## src/rtl/fp7pe_seq_ctrl.sv

```systemverilog
// Sequencer for one fp7 dot-product PE: admits operand beats per scale group and
// times the int-acc clear, scale capture and fp32 accumulate strobes around the pipeline.
module fp7pe_seq_ctrl #(
  parameter int CNT_W    = 8,
  parameter int ACC1_LAT = 2,
  parameter int TREE_LAT = 4,
  parameter int ACC2_LAT = 2
) (
  input  logic             clk,
  input  logic             rst,
  input  logic             cmd_valid,
  output logic             cmd_ready,
  input  logic [CNT_W-1:0] cmd_beats,
  input  logic [CNT_W-1:0] cmd_groups,
  input  logic             in_valid,
  output logic             in_ready,
  output logic             pe_op_en,
  output logic             pe_acc1_clr,
  output logic             pe_scale_en,
  output logic [CNT_W-1:0] pe_grp_idx,
  output logic             pe_acc2_clr,
  output logic             pe_acc2_en,
  output logic             res_valid,
  input  logic             res_ready,
  output logic             busy
);

  localparam int FLUSH_W = $clog2(ACC1_LAT + 1);
  localparam int DRAIN_W = $clog2(TREE_LAT + ACC2_LAT + 1);
  localparam logic [FLUSH_W-1:0] FLUSH_INIT = FLUSH_W'(ACC1_LAT - 1);
  localparam logic [DRAIN_W-1:0] DRAIN_INIT = DRAIN_W'(TREE_LAT + ACC2_LAT - 1);

  typedef enum logic [2:0] {
    S_IDLE,
    S_STREAM,
    S_FLUSH,
    S_DRAIN,
    S_DONE
  } state_e;

  state_e             state_q;
  logic [CNT_W-1:0]   beats_m1_q;
  logic [CNT_W-1:0]   groups_m1_q;
  logic [CNT_W-1:0]   beat_cnt_q;
  logic [CNT_W-1:0]   grp_cnt_q;
  logic [FLUSH_W-1:0] flush_cnt_q;
  logic [DRAIN_W-1:0] drain_cnt_q;
  logic [TREE_LAT-1:0] acc2_sr_q;

  logic cmd_accept;
  logic flush_last;

  // cmd_ready is gated by rst so every output reads 0 while reset is asserted.
  assign cmd_ready   = rst & (state_q == S_IDLE);
  assign cmd_accept  = cmd_valid & cmd_ready;
  assign in_ready    = (state_q == S_STREAM);
  assign pe_op_en    = in_valid & in_ready;
  assign flush_last  = (state_q == S_FLUSH) && (flush_cnt_q == '0);

  assign pe_scale_en = flush_last;
  assign pe_grp_idx  = flush_last ? grp_cnt_q : '0;
  assign pe_acc1_clr = cmd_accept | flush_last;
  assign pe_acc2_clr = cmd_accept;
  assign pe_acc2_en  = acc2_sr_q[TREE_LAT-1];
  assign res_valid   = (state_q == S_DONE);
  assign busy        = (state_q != S_IDLE);

  always_ff @(posedge clk or negedge rst) begin
    if (!rst) begin
      state_q     <= S_IDLE;
      beats_m1_q  <= '0;
      groups_m1_q <= '0;
      beat_cnt_q  <= '0;
      grp_cnt_q   <= '0;
      flush_cnt_q <= '0;
      drain_cnt_q <= '0;
    end else begin
      case (state_q)
        S_IDLE: begin
          if (cmd_valid) begin
            beats_m1_q  <= cmd_beats;
            groups_m1_q <= cmd_groups;
            beat_cnt_q  <= '0;
            grp_cnt_q   <= '0;
            state_q     <= S_STREAM;
          end
        end
        S_STREAM: begin
          if (in_valid) begin
            if (beat_cnt_q == beats_m1_q) begin
              flush_cnt_q <= FLUSH_INIT;
              state_q     <= S_FLUSH;
            end else begin
              beat_cnt_q <= beat_cnt_q + CNT_W'(1);
            end
          end
        end
        S_FLUSH: begin
          // The last flush cycle is the scale capture; counters compare against minus-one values so they never wrap.
          if (flush_cnt_q == '0) begin
            if (grp_cnt_q == groups_m1_q) begin
              drain_cnt_q <= DRAIN_INIT;
              state_q     <= S_DRAIN;
            end else begin
              grp_cnt_q  <= grp_cnt_q + CNT_W'(1);
              beat_cnt_q <= '0;
              state_q    <= S_STREAM;
            end
          end else begin
            flush_cnt_q <= flush_cnt_q - FLUSH_W'(1);
          end
        end
        S_DRAIN: begin
          if (drain_cnt_q == '0) begin
            state_q <= S_DONE;
          end else begin
            drain_cnt_q <= drain_cnt_q - DRAIN_W'(1);
          end
        end
        S_DONE: begin
          if (res_ready) begin
            state_q <= S_IDLE;
          end
        end
        default: state_q <= S_IDLE;
      endcase
    end
  end

  // Tracks each scale capture through the add tree so the fp32 add lands on the settled sum.
  always_ff @(posedge clk or negedge rst) begin
    if (!rst) begin
      acc2_sr_q <= '0;
    end else begin
      acc2_sr_q[0] <= pe_scale_en;
      for (int i = 1; i < TREE_LAT; i++) begin
        acc2_sr_q[i] <= acc2_sr_q[i-1];
      end
    end
  end

endmodule

```

## config.mk

```make
export PLATFORM = sky130hd
export DESIGN_NAME = fp7pe_seq_ctrl
export DESIGN_NICKNAME = d
export VERILOG_FILES = /design/src/rtl/fp7pe_seq_ctrl.sv
export SDC_FILE = /design/constraint.sdc
export NUM_CORES = 1
export LEC_CHECK = 0
export BUFFER_PORTS_ARGS = -buffer_cell sky130_fd_sc_hd__buf_2
export CAP_MARGIN = 20
export CORE_MARGIN = 1.5
export CORE_UTILIZATION = 30
export DETAILED_ROUTE_END_ITERATION = 16
export HOLD_SLACK_MARGIN = 0.05
export PLACE_DENSITY = 0.54
export RECOVER_POWER = 50
export SYNTH_ARGS = -nofsm -noshare
export SYNTH_HDL_FRONTEND = slang
export SYNTH_SLANG_ARGS = --single-unit
export TNS_END_PERCENT = 1
```

## constraint.sdc

```tcl
create_clock -name clk -period 2.2 [get_ports clk]
set_input_delay 0.11 -clock clk [delete_from_list [all_inputs] [get_ports clk]]
set_output_delay 0.11 -clock clk [all_outputs]
set_load 0.01 [all_outputs]
```

# == Word level (Yosys, flattened, before mapping) ==
# Cells that the tools add are included.
# op_classes
n_mux,26
add_sub_neg,4
bitwise,4
eq_ne,17
n_reduce_logical,15
# ops
cell,n
8-bit two-way mux,8
3-bit two-way mux,9
8-bit one-hot mux with 3 select lines,1
"8-bit by 1-bit adder with 8-bit output, second input constant",2
8-bit equality test,2
8-bit one-hot mux with 2 select lines,1
3-bit one-hot mux with 5 select lines,1
"2-bit inequality test, second input constant",7
4-bit AND reduction,3
6-bit AND reduction,2
2-bit two-way mux,4
"2-bit by 1-bit inequality test with 1-bit output, second input constant",4
"3-bit by 2-bit equality test with 1-bit output, second input constant",2
3-bit zero test,2
3-bit one-hot mux with 2 select lines,1
2-bit nonzero test,3
3-bit nonzero test,2
2-bit one-hot mux with 2 select lines,1
1-bit AND,3
"3-bit by 1-bit equality test with 1-bit output, second input constant",1
"3-bit equality test, second input constant",1
"3-bit by 1-bit subtractor with 3-bit output, second input constant",1
2-bit zero test,1
2-bit AND reduction,1
3 further kinds,3
# totals
wordCells,74
ff_bits,44
inputBits,21
out_inout_bits,17

# == Logic depth before layout (Yosys ltp) ==
# logic_depth
depth_word,4
depth_mapped,9
depth_no_buf,8

# == Worst setup path after synthesis ==
# OpenSTA, ideal clock, no wires.
# synth_path
path_type,reg2reg
start,reg grp_cnt_q[2]
end,reg grp_cnt_q[7]
setup_slack_ns,0.386
t_arrival_ns,1.693
required_ns,2.079
path_stages_with_launch,7
cell_sequence,dfrtp_1 > buf_6 > xor2_1 > nor4_4 > a211oi_1 > mux2_1 > a22o_1
# synth_between
elab_chain_cells,4
# synth_rtl
element,line_no,rtl
from (decl),45,logic [CNT_W-1:0] grp_cnt_q;
from (signal assigned),105,grp_cnt_q <= grp_cnt_q + CNT_W'(1);
8-bit by 1-bit adder with 8-bit output,105,
8-bit two-way mux,101,if (grp_cnt_q == groups_m1_q) begin
8-bit two-way mux,100,if (flush_cnt_q == '0) begin
8-bit one-hot mux with 2 select lines,78,case (state_q)
# Parallel ways exist; a longest one is shown, timed or not. The select of a mux whose other input is x is not followed.
# A chain may end at the register's enable or synchronous reset.

# == Final worst setup path ==
# layout_path
start,reg flush_cnt_q[0]
end,reg grp_cnt_q[0]
# layout_between
elab_chain_cells,3
# layout_rtl
element,line_no,rtl
from (decl),46,logic [FLUSH_W-1:0] flush_cnt_q;
from (signal assigned),110,flush_cnt_q <= flush_cnt_q - FLUSH_W'(1);
2-bit zero test,100,
2-bit by 1-bit inequality test with 1-bit output (no source line),n/a,
4-bit AND reduction (no source line),n/a,
# Every way passes these cells.

==> flow_metrics.py <==
metrics = {
    "synth": {
        "yosys_warnings": 0,
        "synth_fa_ha_area_share_pct": 2.55,
        "synth_top_family_by_area": "simple AND/OR/NAND/NOR gates",
        "synthDistinctLibCells": 45,
        "synth-seq-area-share_pct": 44.8,
        "synth_nets": 255,
        "synth_area_um2": 2460,
        "netlist_top_cells_count": "dfrtp_1 (44), mux2_2 (17), a21oi_1 (13), nand2_1 (13)",
        "synth_compound_area_share_pct": 13.8,
        "synth_xor_area_share_pct": 6.06,
        "ys_async_sr_fraction_pct": 100,
        "yosysMostFrequentCell": "dfrtp_1",
        "synth_top_cell_by_area": "dfrtp_1",
        "yosys.area_share.simple_pct": 17.4,
        "synth_top_area_share_pct": 44.8,
        "synth.avg_cell_area_um2": 10.7,
        "synth.area.top_cells": "dfrtp_1 (45%), mux2_2 (7.8%), a211o_1 (3.2%), a22o_1 (3.2%), xnor2_1 (3.2%)",
        "synth_edf_count": 0,
        "synthCells": 229,
        "synth_ff_type": "dfrtp_1",
        "synth_mux_area_share_pct": 11.2,
        "synth-seq-cells": 44,
    },
    "global_route": {
        "grt_pass1_vias": 1967,
        "grt.overflow.total": 0,
        "grt_max_degree": 28,
        "antenna_found_initial": 0,
        "grt_pass1_wl_um": 9520,
        "track_usage_pct": 14.0,
    },
    "timing": {
        "min_period_ns": 2.00,
        "maxSlewViolCount": 0,
        "rsz0062_at_grt": "no",
        "worst_pin_slew_ns": 0.685,
        "clock_skew_ns": 0.00721,
        "hold_viol_final": 0,
        "slew_headroom_pct": 54.4,
        "finalCritPeriodShare_pct": 91.1,
        "fmax_mhz": 499,
        "tns_ns": 0,
        "setup_viol": 0,
        "hold_slack_ns": 0.159,
    },
    "power_and_ir_drop": {
        "pwr-share-seq_pct": 44.0,
        "leakage_uw": 0.00144,
        "p_sw_share_pct": 34.9,
        "worst_ir_drop_vdd_uv": 336,
        "p_comb_share_pct": 36.6,
        "power.density_nw_per_um2": 916,
        "power_switching_uw": 983,
        "clockPowerShare_pct": 19.4,
        "p_total_uw": 2820,
        "p_int_uw": 1840,
    },
    "setup_path": {
        "crit_chain": "inv_1, ha_1, nand3_2, inv_2, nor2_2, a21oi_1, mux2_2, a22o_1",
        "path_class": "reg -> reg",
        "worst_ep_arrival_time_ns": 2.21,
        "cp_slowest_stage_delay_ns": 0.46,
        "endpoint_kind": "register",
        "ff2ff_path_depth": 8,
        "critPathLaunchType": "register",
        "cp_max_fo": 13,
        "crit_required_ns": 2.40,
        "crit_slowest_cell": "nor2_2",
    },
    "floorplan": {
        "dieArea_um2": 8740,
        "pin_count": 38,
        "start_util_pct": 31.5,
        "die_x_um": 93.5,
        "std_cell_rows": 32,
        "die_h_um": 93.5,
        "core_area_um2": 7810,
    },
    "clock_network": {
        "cts-resized-gates": 0,
        "numClockSinks": 44,
        "cts_tree": "yes",
        "clkLatencyLatePin_ns": 0.31,
        "clk_path_buf_depth": 2,
        "cts-root-buf": "clkbuf_8",
        "clkSlewWorstSetupHoldPaths_ns": 0.09,
        "htreeDepth": 2,
        "numCtsBuffers": 5,
    },
    "place": {
        "port_buffers": 37,
        "dp.cells": 369,
        "gp_congestion": 0.804,
        "dpl.hpwl_um": 3910,
    },
    "route": {
        "dr_wl_met3_um": 224,
        "routed_wl_um": 5550,
        "drc": 0,
        "ant_nets": 0,
        "drt-initial-drc-count": 96,
        "viasPerCell": 4.86,
        "firstDrtPassIters": 4,
        "wl_met2_um": 2600,
        "vias": 1921,
        "wl_per_cell_um": 14.0,
        "top_layer_used": "met4",
        "wl_met1_um": 2620,
    },
    "layout": {
        "diodes": 0,
        "instances_no_fill": 395,
        "fin_nets": 318,
        "syn_to_final_growth_pct": 25.3,
        "drive_above_1_share_pct": 29.0,
        "post-route-util_pct": 39.4,
    },
    "hold_path": {
        "hold_depth": 3,
        "hold_class": "in -> reg",
    },
    "flow_run": {
        "maxCapViolCount": 0,
    },
    "status": {
        "status": "completed",
    },
}
cell type report:
cell class,count,area [µm²]
Clock buffer,6,82.6
Tap cell,102,128
Multi-Input combinational cell,162,1260
Sequential cell,44,1100
Clock inverter,2,10.0
Fill cell,785,4730
Inverter,11,41.3
Timing Repair Buffer,68,454
critical path, delay by kind of cell (launching register included):
kind / cells / cell delay, ns
flip-flops: 1 / 0.34
AND/OR/NAND/NOR: 2 / 0.62
multiplexers: 1 / 0.29
AO/OA/AOI/OAI: 2 / 0.30
buffers and inverters: 2 / 0.12
adder cells (fa/ha/maj): 1 / 0.24
layer usage:
metal,GRT usage [%],vias up
li1,-,948
met1,18.4,930
met2,22.6,35
met3,2.85,8
met4,5.43,0
met5,0,-
cell families (layout without fill, tap and decap cells):
logic type      Yosys count  after routing
compound gates           45             45
buf+inv                  23             87
simple gates             70             70
mux                      25             25
fa+ha+maj                 5              5
flops                    44             44
xor+xnor                 17             17
flip-flops by register name (all words and copies together) (netlist names):
register,count
acc2_sr_q,4
beat_cnt_q,8
beats_m1_q,8
drain_cnt_q,3
flush_cnt_q,2
groups_m1_q,8
grp_cnt_q,8
state_q,3
worst paths after layout:
| check | start | endpoint | slack (ns) |
|---|---|---|---|
| setup / recovery | flush_cnt_q[0] | grp_cnt_q[0] | 0.20 |
| hold / removal | in_valid | state_q[0] | 0.16 |
| setup reg to reg | flush_cnt_q[0] | grp_cnt_q[0] | 0.20 |
| hold reg to reg | acc2_sr_q[2] | acc2_sr_q[3] | 0.36 |
| max in group asynchronous | rst | groups_m1_q[2] | 0.88 |
| min in group asynchronous | rst | beats_m1_q[5] | 0.29 |
layout by cell type, fill, tap and decap left out, types with 2 or more instances in the layout:
cell type and instances:
nand2_1 13, nor4_1 4, or2_2 2, a211o_1 9
nor3b_1 3, clkbuf_1 3, clkbuf_8 6, o21ai_0 5
a21oi_1 13, buf_4 11, clkinv_2 2, nor4b_1 2
nor2_1 10, and3_1 4, inv_1 10, o211a_1 3
a22o_1 9, a211oi_1 2, dfrtp_1 44, nor4_4 2
nor3_1 2, dlygate4sd3_1 18, buf_2 35, mux2_2 17
and2_1 6, ha_1 5, nand3_1 8, xnor2_1 9
nand4_1 3, mux2_1 3, mux2i_1 5, xor2_1 8
and2_2 2
metrics by stage:
stage / setup slack, ns / area (µm²)
2_1_floorplan: 0.386 / 2460
3_3_place_gp: 0.215 / 2810
3_5_place_dp: 0.227 / 2810
4_1_cts: 0.200 / 3090
5_1_grt: 0.0588 / 3080
6_report: 0.195 / 3080
power groups by stage:
stage / Clock, µW / Combinational [µW] / Sequential [µW]
floorplan: 0 / 820 / 1190
global placement: 0 / 1000 / 1260
detailed placement: 0 / 1020 / 1260
CTS: 561 / 1050 / 1240
global route: 591 / 1150 / 1280
finish: 546 / 1030 / 1240
timing repair:
| item | in CTS | in global routing |
|---|---|---|
| hold endpoints to repair | 34 | 0 |
| buffers inserted | 0 | 0 |
| hold buffers | 18 | 0 |
(Power assumes the default switching activity.)
